## src/rtl/count_seq_pkg.sv

```systemverilog
// Shared definitions for the count sequencer: FSM states, Speed codes and
// the tick period selected by each Speed code.
package count_seq_pkg;

  typedef enum logic [1:0] {
    ST_IDLE  = 2'd0,
    ST_RUN   = 2'd1,
    ST_PAUSE = 2'd2,
    ST_DONE  = 2'd3
  } state_e;

  localparam logic [1:0] SPD_1CYC = 2'b00;
  localparam logic [1:0] SPD_F    = 2'b01;
  localparam logic [1:0] SPD_2F   = 2'b10;
  localparam logic [1:0] SPD_4F   = 2'b11;

  // Tick period in clock cycles for a Speed code, given the clock frequency.
  function automatic int unsigned period_of(input logic [1:0] spd, input int unsigned freq);
    int unsigned p;
    case (spd)
      SPD_1CYC: p = 1;
      SPD_F:    p = freq;
      SPD_2F:   p = 2 * freq;
      SPD_4F:   p = 4 * freq;
    endcase
    return p;
  endfunction

endpackage

```

## src/rtl/seq_rate_tick.sv

```systemverilog
// Programmable down-counting divider; tick flags the zero phase.
module seq_rate_tick #(
  parameter int unsigned W = 4
) (
  input  logic         clk,
  input  logic         rst,
  input  logic         load,
  input  logic         hold,
  input  logic [W:0]   period,
  output logic         tick
);

  logic [W-1:0] div_q;
  logic [W-1:0] reload;

  assign reload = W'(period - (W+1)'(1));
  assign tick   = (div_q == '0);

  // Load restarts a full period; otherwise count down and wrap at zero unless held.
  always_ff @(posedge clk) begin
    if (rst) begin
      div_q <= '0;
    end else if (load) begin
      div_q <= reload;
    end else if (!hold) begin
      div_q <= (div_q == '0) ? reload : div_q - W'(1);
    end
  end

endmodule

```

## src/rtl/count_sequencer.sv

```systemverilog
// Start/stop/step controlled 4-bit counter advancing at a selectable rate,
// with one-shot or wrapping terminal behaviour.
module count_sequencer
  import count_seq_pkg::*;
#(
  parameter int unsigned CLOCK_FREQUENCY = 50000000
) (
  input  logic       ClockIn,
  input  logic       Reset,
  input  logic       Start,
  input  logic       Stop,
  input  logic       Step,
  input  logic [1:0] Speed,
  input  logic [3:0] Limit,
  input  logic       Mode,
  output logic [3:0] CounterValue,
  output logic       Running,
  output logic       Tick,
  output logic       Done
);

  localparam int unsigned DIV_W = $clog2(4 * CLOCK_FREQUENCY);
  localparam int unsigned PW    = DIV_W + 1;

  state_e        state_q, state_d;
  logic [3:0]    count_q, count_d;
  logic [1:0]    speed_q, speed_d;
  logic          running_q;
  logic          done_q, done_d;
  logic          load_d;
  logic          adv_d;
  logic          tick_raw;
  logic [1:0]    speed_sel;
  logic [PW-1:0] period_w;

  // A fresh start loads the divider from the incoming Speed, not the latched one.
  assign speed_sel = load_d ? Speed : speed_q;
  assign period_w  = PW'(period_of(speed_sel, CLOCK_FREQUENCY));

  seq_rate_tick #(.W(DIV_W)) u_rate (
    .clk    (ClockIn),
    .rst    (Reset),
    .load   (load_d),
    .hold   ((state_q != ST_RUN) || Stop),
    .period (period_w),
    .tick   (tick_raw)
  );

  // Next-state: Stop beats Start beats Step; any advance then applies terminal rules.
  always_comb begin
    state_d = state_q;
    count_d = count_q;
    speed_d = speed_q;
    done_d  = 1'b0;
    load_d  = 1'b0;
    adv_d   = 1'b0;
    unique case (state_q)
      ST_IDLE: begin
        if (Stop) begin
          state_d = ST_IDLE;
        end else if (Start) begin
          state_d = ST_RUN;
          count_d = '0;
          speed_d = Speed;
          load_d  = 1'b1;
        end else if (Step) begin
          adv_d = 1'b1;
        end
      end
      ST_RUN: begin
        if (Stop) begin
          state_d = ST_PAUSE;
        end else if (tick_raw) begin
          adv_d = 1'b1;
        end
      end
      ST_PAUSE: begin
        if (Stop) begin
          state_d = ST_IDLE;
          count_d = '0;
        end else if (Start) begin
          state_d = ST_RUN;
        end else if (Step) begin
          adv_d = 1'b1;
        end
      end
      ST_DONE: begin
        if (Stop) begin
          state_d = ST_IDLE;
          count_d = '0;
        end else if (Start) begin
          state_d = ST_RUN;
          count_d = '0;
          speed_d = Speed;
          load_d  = 1'b1;
        end
      end
    endcase
    if (adv_d) begin
      if (count_q == Limit) begin
        done_d = 1'b1;
        if (Mode) begin
          count_d = '0;
        end else begin
          state_d = ST_DONE;
        end
      end else begin
        count_d = count_q + 4'd1;
      end
    end
  end

  // State, count and registered status outputs.
  always_ff @(posedge ClockIn) begin
    if (Reset) begin
      state_q   <= ST_IDLE;
      count_q   <= '0;
      speed_q   <= SPD_1CYC;
      running_q <= 1'b0;
      done_q    <= 1'b0;
    end else begin
      state_q   <= state_d;
      count_q   <= count_d;
      speed_q   <= speed_d;
      running_q <= (state_d == ST_RUN);
      done_q    <= done_d;
    end
  end

  assign CounterValue = count_q;
  assign Running      = running_q;
  assign Done         = done_q;
  assign Tick         = (state_q == ST_RUN) && tick_raw;

endmodule

```

## config.mk

```make
export PLATFORM = sky130hd
export DESIGN_NAME = count_sequencer
export DESIGN_NICKNAME = d
export VERILOG_FILES = /design/src/rtl/count_seq_pkg.sv /design/src/rtl/seq_rate_tick.sv /design/src/rtl/count_sequencer.sv
export SDC_FILE = /design/constraint.sdc
export NUM_CORES = 1
export LEC_CHECK = 0
export BUFFER_PORTS_ARGS = -buffer_cell sky130_fd_sc_hd__buf_2
export CAP_MARGIN = 20
export CORE_MARGIN = 2
export CORE_UTILIZATION = 50
export DETAILED_ROUTE_END_ITERATION = 16
export GPL_ROUTABILITY_DRIVEN = 0
export PLACE_DENSITY_LB_ADDON = 0.05
export SETUP_SLACK_MARGIN = 0.4
export SLEW_MARGIN = 10
export SYNTH_ARGS = -nofsm -noshare
export SYNTH_HDL_FRONTEND = slang
export SYNTH_SLANG_ARGS = --single-unit
```

## constraint.sdc

```tcl
create_clock -name ClockIn -period 5.14 [get_ports ClockIn]
set_input_delay 1.028 -clock ClockIn [delete_from_list [all_inputs] [get_ports ClockIn]]
set_output_delay 1.028 -clock ClockIn [all_outputs]
set_load 0.05 [all_outputs]
```

==> results_dict.tcl, run 1 <==
set metrics [dict create \
    status "finished clean" \
    fmaxAchievable_ghz 0.276 \
    slew_headroom 0.425 \
    die_area_sq_um 5440 \
    finalSetupViolations 0 \
    p_int_uw 636 \
    totalWireLength_um 6610 \
    switching_power_uw 351 \
    routedWlPerCell_um 17.1 \
    clock-skew-final_ps 10.2 \
    antenna_left 0 \
    syn-num-nets 329 \
    grt_pass1_vias 2135 \
    cp_max_fo 6 \
    cts_made_buffers 5 \
    boundaryPins 19 \
    synthMostInstantiatedCell "dfxtp_1" \
    drv_cap 0 \
    htreeDepth 2 \
    p_total_uw 987 \
    cts_hold_buf 0 \
    cts_tree "yes" \
    avgSynthCellArea_sq_um 8.01 \
    yosys_warnings 0 \
    drt-vias-per-instance 6.10 \
    vias 2356 \
    synth-seq-area-share 0.312 \
    synth_top_cell_by_area "dfxtp_1" \
    cts-root-buf "clkbuf_8" \
    fin_crit_ps 3620 \
    path_class "register to output pin" \
    finalCritPeriodShare 0.705 \
    firstDrtPassIters 5 \
    cp_data_arrival_time_ps 2590 \
    track_usage 0.259 \
    clock_path_buffers 2 \
    synth_edf_count 0 \
    grt_pass1_wl_um 10800 \
    ctsResizeCount 0 \
    num_antenna_cells 0 \
    peakVddDrop_mv 0.137 \
    clk_latency_ps 300 \
    areaGrowthSynthToFinish_pct 11.5 \
    post_cts_buffers 0 \
    synthTopCellsByArea "dfxtp_1 31%, ha_1 6.7%, a21oi_1 4.5%" \
    hpwlAfterDp_um 4730 \
    power_frac_clock 0.325 \
    cp-start-kind "register" \
    antenna_found_initial 0 \
    clk_pin_slew_worst_paths_ps 70 \
    grt_max_degree 33 \
    ys_ff_latch 38 \
    powerDensity_nw_per_um2 363 \
    combPwrFrac 0.317 \
    fin_tns_setup_ps 0 \
    hold_class "register to register" \
    drc 0 \
    detail_route.iter0.violations 311 \
    p_seq_frac 0.358 \
    rows 25 \
    clock-sinks 38 \
    switching_share 0.356 \
    syn_inst 304 \
    hold_viol 0 \
    holdWs_ps 523 \
    core_sq_um 4720 \
    portBuffers 18 \
    finalNetCount 343 \
    grt_overflow 0 \
    grt_setup_unrepaired "no" \
    synth-main-ff-cell "dfxtp_1" \
    netlist.area_leader.share 0.312 \
    required_ps 4110 \
    die_w_um 73.8 \
    drive_gt1_frac 0.129 \
    endpoint_kind "output pin" \
    start_util 0.515 \
    leakage_nw 1.08 \
    synth_area_sq_um 2430 \
    die_y_um 73.8 \
    synth_top_cells_by_count "38 x dfxtp_1, 27 x nor2_1, 22 x a21oi_1, 22 x nand2_1, 22 x nor3_1" \
    ys_types 58 \
    tightest_slew_ps 855 \
    slew_viol_final 0 \
    ys_async_sr_fraction 0 \
]
kinds of logic after synthesis:
group	after synthesis	share of synthesized area
AND/OR/NAND/NOR	136	0.313
AO/OA/AOI/OAI	82	0.222
flip-flops	38	0.312
XOR/XNOR	11	0.0396
multiplexers	3	0.0128
adder cells (fa/ha/maj)	13	0.0668
buffers and inverters	21	0.0334
cells in the final DEF (no fill, tap or decap), types with 4 or more instances in the layout:
| cell type | Yosys | final |
|---|---|---|
| dfxtp_1 | 38 | 38 |
| nor2_1 | 27 | 27 |
| a21oi_1 | 22 | 22 |
| nor3_1 | 22 | 22 |
| nand2_1 | 22 | 22 |
| buf_2 | 2 | 18 |
| nand3_1 | 16 | 16 |
| ha_1 | 13 | 13 |
| or3_1 | 10 | 10 |
| xor2_1 | 10 | 10 |
| a31oi_1 | 10 | 10 |
| inv_1 | 8 | 8 |
| nor4_1 | 8 | 8 |
| o22ai_1 | 8 | 8 |
| o21ai_1 | 7 | 7 |
| o21ai_0 | 6 | 6 |
| clkbuf_8 | 0 | 6 |
| nand2b_1 | 4 | 4 |
| o21a_1 | 4 | 4 |
flip-flops by register name (all words and copies together) (netlist names):
register / count
u_rate.div_q: 28
state_q: 2
Running: 1
CounterValue: 4
speed_q: 2
Done: 1
metal layers:
metal  GRT usage  vias to the layer above  wire length [um]
met5           0                        -                 0
met4      0.0909                        0                80
met3      0.0508                       12               470
met2       0.423                      104              3090
met1       0.338                     1067              2960
li1            -                     1173                 -
final timing paths:
path                                                   start                           end  slack [ps]  cells past startpoint
worst max-delay path            u_rate.div_q[0]$_SDFFE_PP0P_                          Tick        1520                      7
worst min-delay path            u_rate.div_q[1]$_SDFFE_PP0P_  u_rate.div_q[1]$_SDFFE_PP0P_         520                      2
worst max register to register         state_q[0]$_SDFF_PP0_  u_rate.div_q[6]$_SDFFE_PP0P_        2290                      7
worst min register to register  u_rate.div_q[1]$_SDFFE_PP0P_  u_rate.div_q[1]$_SDFFE_PP0P_         520                      2
power groups by stage:
stage	registers (mW)	clock network, mW	logic, mW
after detailed placement	0.360	0	0.305
after CTS	0.353	0.323	0.307
after global placement	0.359	0	0.307
final	0.353	0.321	0.313
after floorplan	0.352	0	0.236
after global routing	0.358	0.336	0.343
critical path, cell delays in order, from the launching register on:
cell	delay (ps)
dfxtp_1	370
inv_1	100
ha_1	140
nor4b_2	300
nand4_1	130
nor4_1	780
and2_1	220
buf_2	260
cell type report:
class,instances,area (sq um)
Timing Repair Buffer,20,105
Fill cell,448,2010
Sequential cell,38,761
Multi-Input combinational cell,245,1590
Clock inverter,2,60.1
Clock buffer,6,82.6
Inverter,8,30.0
Tap cell,67,83.8
through the flow:
step	worst slack, ps	instances	instance area, sq um	utilization
floorplan	2210	304	2430	-
global placement	1820	378	2570	0.545
detailed placement	1840	378	2570	0.545
CTS	1520	386	2720	0.575
global route	1340	386	2720	0.575
finish	1520	386	2720	0.575
Note: power is estimated with default switching activity, not from simulation.
==> inputs of run 2 (changes only) <==
- clock period: 5.14 -> 2.9 ns (I/O delays scaled with it)
==> run 2 against run 1 <==
Against the previous run: clock power grew 75%; count of clock-buffer cells in the layout is the same; critical path depth shrank 2; die area is the same; worst hold slack lost 30 ps; largest power group is now combinational cells; total power grew 86%.
==> results_dict.tcl, run 2 (synthesis gave the netlist of run 1 again) <==
set metrics [dict create \
    status "finished clean" \
    place_ws_ps 275 \
    cp_data_arrival_time_ps 1960 \
    hold_end "u_rate.div_q[1]$_SDFFE_PP0P_" \
    drv_cap 0 \
    detail_route.iter0.violations 300 \
    endpoint_kind "output pin" \
    path_class "register to output pin" \
    drive_gt1_frac 0.225 \
    clock-skew-final_ps 3.88 \
    regArea_sq_um 773 \
    drt-vias-per-instance 6.35 \
    dpl.cell_count 385 \
    p_int_mw 1.18 \
    p_seq_frac 0.345 \
    cts_tree "yes" \
    portBuffers 18 \
    cts_made_buffers 5 \
    final_cell_mix "32 x dfxtp_1, 23 x nor2_1, 22 x nor3_1, 21 x nand2_1, 21 x a21oi_1" \
    rr_startpoint "u_rate.div_q[10]$_SDFFE_PP0P_" \
    cp-start-kind "register" \
    hold_viol 0 \
    final_area_sq_um 2910 \
    hpwlAfterDp_um 4970 \
    switching_share 0.358 \
    fin_crit_ps 2540 \
    met2_usage 0.468 \
    slew_headroom 0.562 \
    clk_pin_slew_worst_paths_ps 80 \
    grt_pass1_vias 2311 \
    firstDrtPassIters 5 \
    clk_latency_ps 290 \
    grt_max_degree 33 \
    fin_tns_setup_ps 0 \
    required_ps 2320 \
    start_util 0.515 \
    areaGrowthSynthToFinish_pct 19.7 \
    setup_ws_ps 362 \
    finalCritPeriodShare 0.875 \
    power_frac_clock 0.307 \
    track_usage 0.277 \
    die_y_um 73.8 \
    powerDensity_nw_per_um2 629 \
    whs_path_depth 2 \
    cp_max_fo 5 \
    finalNetCount 358 \
    antenna_left 0 \
    finalSetupViolations 0 \
    antenna_found_initial 0 \
    vias 2548 \
    tightest_slew_ps 658 \
    core_sq_um 4720 \
    regToRegSetupSlack_ps 430 \
    clock_path_buffers 2 \
    multi_input_area_sq_um 1660 \
    peakVddDrop_mv 0.262 \
    p_total_mw 1.83 \
    r2r_end "u_rate.div_q[23]$_SDFFE_PP0P_" \
    postPlaceCellArea_sq_um 2630 \
    grt.met3_usage 0.0562 \
    die_w_um 73.8 \
    leakage_nw 1.18 \
    largest_reg_flops 28 \
    grt_setup_unrepaired "yes" \
    top_usage_layer "met2" \
    fmaxAchievable_ghz 0.394 \
    clock-sinks 38 \
    final_common_cell "dfxtp_1" \
    drc 0 \
    holdWs_ps 493 \
    htreeDepth 2 \
    combPwrFrac 0.348 \
    min_from "u_rate.div_q[1]$_SDFFE_PP0P_" \
    routedWlPerCell_um 17.7 \
    slew_viol_final 0 \
    grt_overflow 0 \
    use_met1 0.342 \
    die_area_sq_um 5440 \
    fin_util 0.617 \
    grt_pass1_wl_um 11500 \
    layout.cells.non_filler 401 \
    switching_power_uw 656 \
    rows 25 \
    reg2reg_depth 6 \
    regMostFlops "u_rate.div_q" \
    cts-root-buf "clkbuf_8" \
    num_antenna_cells 0 \
    hold_class "register to register" \
    fill_cells 426 \
    totalWireLength_um 7090 \
    boundaryPins 19 \
]
-- run 2: changes by cell type in the layout (fill, tap and decap cells not counted), moves of 2 or more --
cell,change
buf_4,+15
dfxtp_1,-6
dfxtp_2,+4
nor2_1,-4
nor2_2,+3
dfxtp_4,+2
ha_1,-2
inv_1,-2
inv_2,+2
-- run 2: how the worst max path moves through the flow --
stage	from	to	slack, ps	depth (start not counted)
2_1_floorplan	Stop	u_rate.div_q[0]$_SDFFE_PP0P_	420	9
3_3_place_gp	Start	u_rate.div_q[16]$_SDFFE_PP0P_	260	7
3_5_place_dp	state_q[0]$_SDFF_PP0_	u_rate.div_q[16]$_SDFFE_PP0P_	280	8
4_1_cts	u_rate.div_q[0]$_SDFFE_PP0P_	Tick	260	7
5_1_grt	u_rate.div_q[23]$_SDFFE_PP0P_	Tick	270	5
6_report	u_rate.div_q[23]$_SDFFE_PP0P_	Tick	360	5
-- run 2: routing by layer --
metal	share of wire	vias up
met5	0	-
met4	0.035	0
met3	0.070	35
met2	0.49	137
met1	0.41	1174
li1	-	1202
-- run 2: repair_timing --
action / 4_1_cts / 5_1_grt
buffers inserted: 0 / 8
pin swaps: 1 / 5
resized for setup: 8 / 19
setup endpoints to repair: 5 / 20
hold buffers: 0 / 0
-- run 2: layout make-up --
type | instances | area share
Multi-Input combinational cell | 245 | 0.570
Sequential cell | 38 | 0.265
Timing Repair Buffer | 35 | 0.0769
Tap cell | 67 | 0.0288
Clock buffer | 6 | 0.0283
Clock inverter | 2 | 0.0206
Inverter | 8 | 0.0103
-- run 2: worst max-delay path, cell delays in order (launching register included) --
cell     delay (ps)
dfxtp_2         350
nor4_4          400
nand4_1         190
nor4_2          360
and2_1          200
buf_6           160
-- run 2: power groups by stage --
| stage | clock network, mW | logic, mW | registers, mW |
|---|---|---|---|
| floorplan | 0 | 0.418 | 0.624 |
| global placement | 0 | 0.565 | 0.638 |
| detailed placement | 0 | 0.559 | 0.638 |
| CTS | 0.567 | 0.576 | 0.627 |
| global route | 0.592 | 0.693 | 0.638 |
| finish | 0.563 | 0.638 | 0.631 |
==> inputs of run 3 (changes only) <==
- clock period: 2.9 -> 3 ns (I/O delays scaled with it)
==> run 3 against run 2 <==
Against the previous run: critical path depth stayed put; final area shrank 2.6%; setup slack gained 83 ps; clock skew is 5.9 ps higher; count of clock-buffer cells in the layout down 1; worst hold slack improved by 5.5 ps; register-to-register slack improved by 110 ps.
==> results_dict.tcl, run 3 (synthesis gave the netlist of run 1 again) <==
set metrics [dict create \
    clock_path_buffers 2 \
    portBuffers 18 \
    antenna_found_initial 0 \
    clock-skew-final_ps 9.80 \
    die_area_sq_um 5440 \
    cp_data_arrival_time_ps 1960 \
    tightest_slew_ps 917 \
    finalCritPeriodShare 0.852 \
    htreeDepth 2 \
    num_antenna_cells 0 \
    endpoint_kind "output pin" \
    peakVddDrop_mv 0.249 \
    totalWireLength_um 6980 \
    required_ps 2400 \
    hold_class "register to register" \
    cp_cell_sequence "nor4_4 -> nand4_1 -> nor4_2 -> and2_1 -> buf_6" \
    drv_cap 0 \
    largest_reg_flops 28 \
    final_common_cell "dfxtp_1" \
    clock-sinks 38 \
    p_total_mw 1.74 \
    hold_viol 0 \
    path_class "register to output pin" \
    start_util 0.515 \
    critPathSlowestCell "nor4_4" \
    multi_input_area_sq_um 1620 \
    final_cell_mix "36 x dfxtp_1, 27 x nor2_1, 22 x a21oi_1, 22 x nor3_1, 22 x nand2_1" \
    clk_latency_ps 300 \
    fin_crit_ps 2560 \
    slew_viol_final 0 \
    layout.cells.non_filler 398 \
    core_sq_um 4720 \
    fmaxAchievable_ghz 0.391 \
    grt_pass1_vias 2297 \
    slew_headroom 0.387 \
    antenna_left 0 \
    regArea_sq_um 763 \
    boundaryPins 19 \
    grt_max_degree 31 \
    crit_buf_inv 1 \
    grt_setup_unrepaired "yes" \
    vias 2445 \
    cts_tree "yes" \
    grt_pass1_wl_um 11300 \
    areaGrowthSynthToFinish_pct 16.5 \
    regMostFlops "u_rate.div_q" \
    slowest_delay_ps 410 \
    drt-vias-per-instance 6.14 \
    path_delay_family "simple AND/OR/NAND/NOR gates" \
    cp-start-kind "register" \
    detail_route.iter0.violations 294 \
    grt_overflow 0 \
    finalSetupViolations 0 \
    die_w_um 73.8 \
    drive_gt1_frac 0.175 \
    status "finished clean" \
    clk_pin_slew_worst_paths_ps 90 \
    fill_cells 440 \
    fin_tns_setup_ps 0 \
    cp_max_fo 6 \
    drc 0 \
    leakage_nw 1.15 \
    powerDensity_nw_per_um2 613 \
    track_usage 0.273 \
    rows 25 \
    finalNetCount 355 \
    hpwlAfterDp_um 5120 \
    cts_made_buffers 5 \
    firstDrtPassIters 5 \
    routedWlPerCell_um 17.5 \
    cts_hold_buf 0 \
    cts-root-buf "clkbuf_8" \
    die_y_um 73.8 \
    dpl.cell_count 389 \
]
[run 3: cell count changes in the layout (fill, tap and decap cells not counted), sizes merged]
cell / delta
buf: -3
clkbuf: -1
clkinv: +1
[run 3: path summary, 6_finish.rpt]
path                            startpoint                             to  slack [ps]  cells past startpoint
max          u_rate.div_q[24]$_SDFFE_PP0P_                           Tick         440                      5
min           u_rate.div_q[1]$_SDFFE_PP0P_   u_rate.div_q[1]$_SDFFE_PP0P_         500                      2
max reg2reg          state_q[0]$_SDFF_PP0_  u_rate.div_q[16]$_SDFFE_PP0P_         540                      8
min reg2reg   u_rate.div_q[1]$_SDFFE_PP0P_   u_rate.div_q[1]$_SDFFE_PP0P_         500                      2
[run 3: final cells by class]
type,count,share of cell area
clock inverters,3,0.0243
repair buffers,32,0.0710
inverters,8,0.0106
clock buffers,5,0.0243
well taps,67,0.0295
flip-flops and latches,38,0.269
multi-input cells,245,0.571
[run 3: routing by layer]
metal / vias up / global-route usage / routed length (um)
li1: 1197 / - / -
met2: 97 / 0.453 / 3410
met3: 17 / 0.0398 / 387
met5: - / 0 / 0
met1: 1134 / 0.354 / 3030
met4: 0 / 0.109 / 155
[run 3: report_power, final]
| part | leakage (nW) | internal, mW | switching [mW] | total (mW) |
|---|---|---|---|---|
| clock | 0.0683 | 0.334 | 0.208 | 0.542 |
| combinational | 0.773 | 0.232 | 0.354 | 0.586 |
| sequential | 0.310 | 0.544 | 0.0685 | 0.612 |
| total | 1.15 | 1.11 | 0.631 | 1.74 |
[run 3: repair_timing]
item / CTS / global route
buffers inserted: 0 / 1
pin swaps: 3 / 3
gates resized for setup: 6 / 3
setup endpoints to repair: 1 / 9
[run 3: worst min-delay path, stage by stage (launching register included)]
cell	delay [ps]
dfxtp_2	350
nand2_1	60
a21oi_1	50
[run 3: through the flow]
step | util | setup WS (ps) | hold slack, ps | cell area, sq um
2_1_floorplan | - | 501 | 477 | 2430
3_3_place_gp | 0.562 | 521 | 503 | 2660
3_5_place_dp | 0.562 | 514 | 505 | 2660
4_1_cts | 0.598 | 405 | 517 | 2820
5_1_grt | 0.601 | 283 | 538 | 2840
6_report | 0.601 | 445 | 498 | 2840
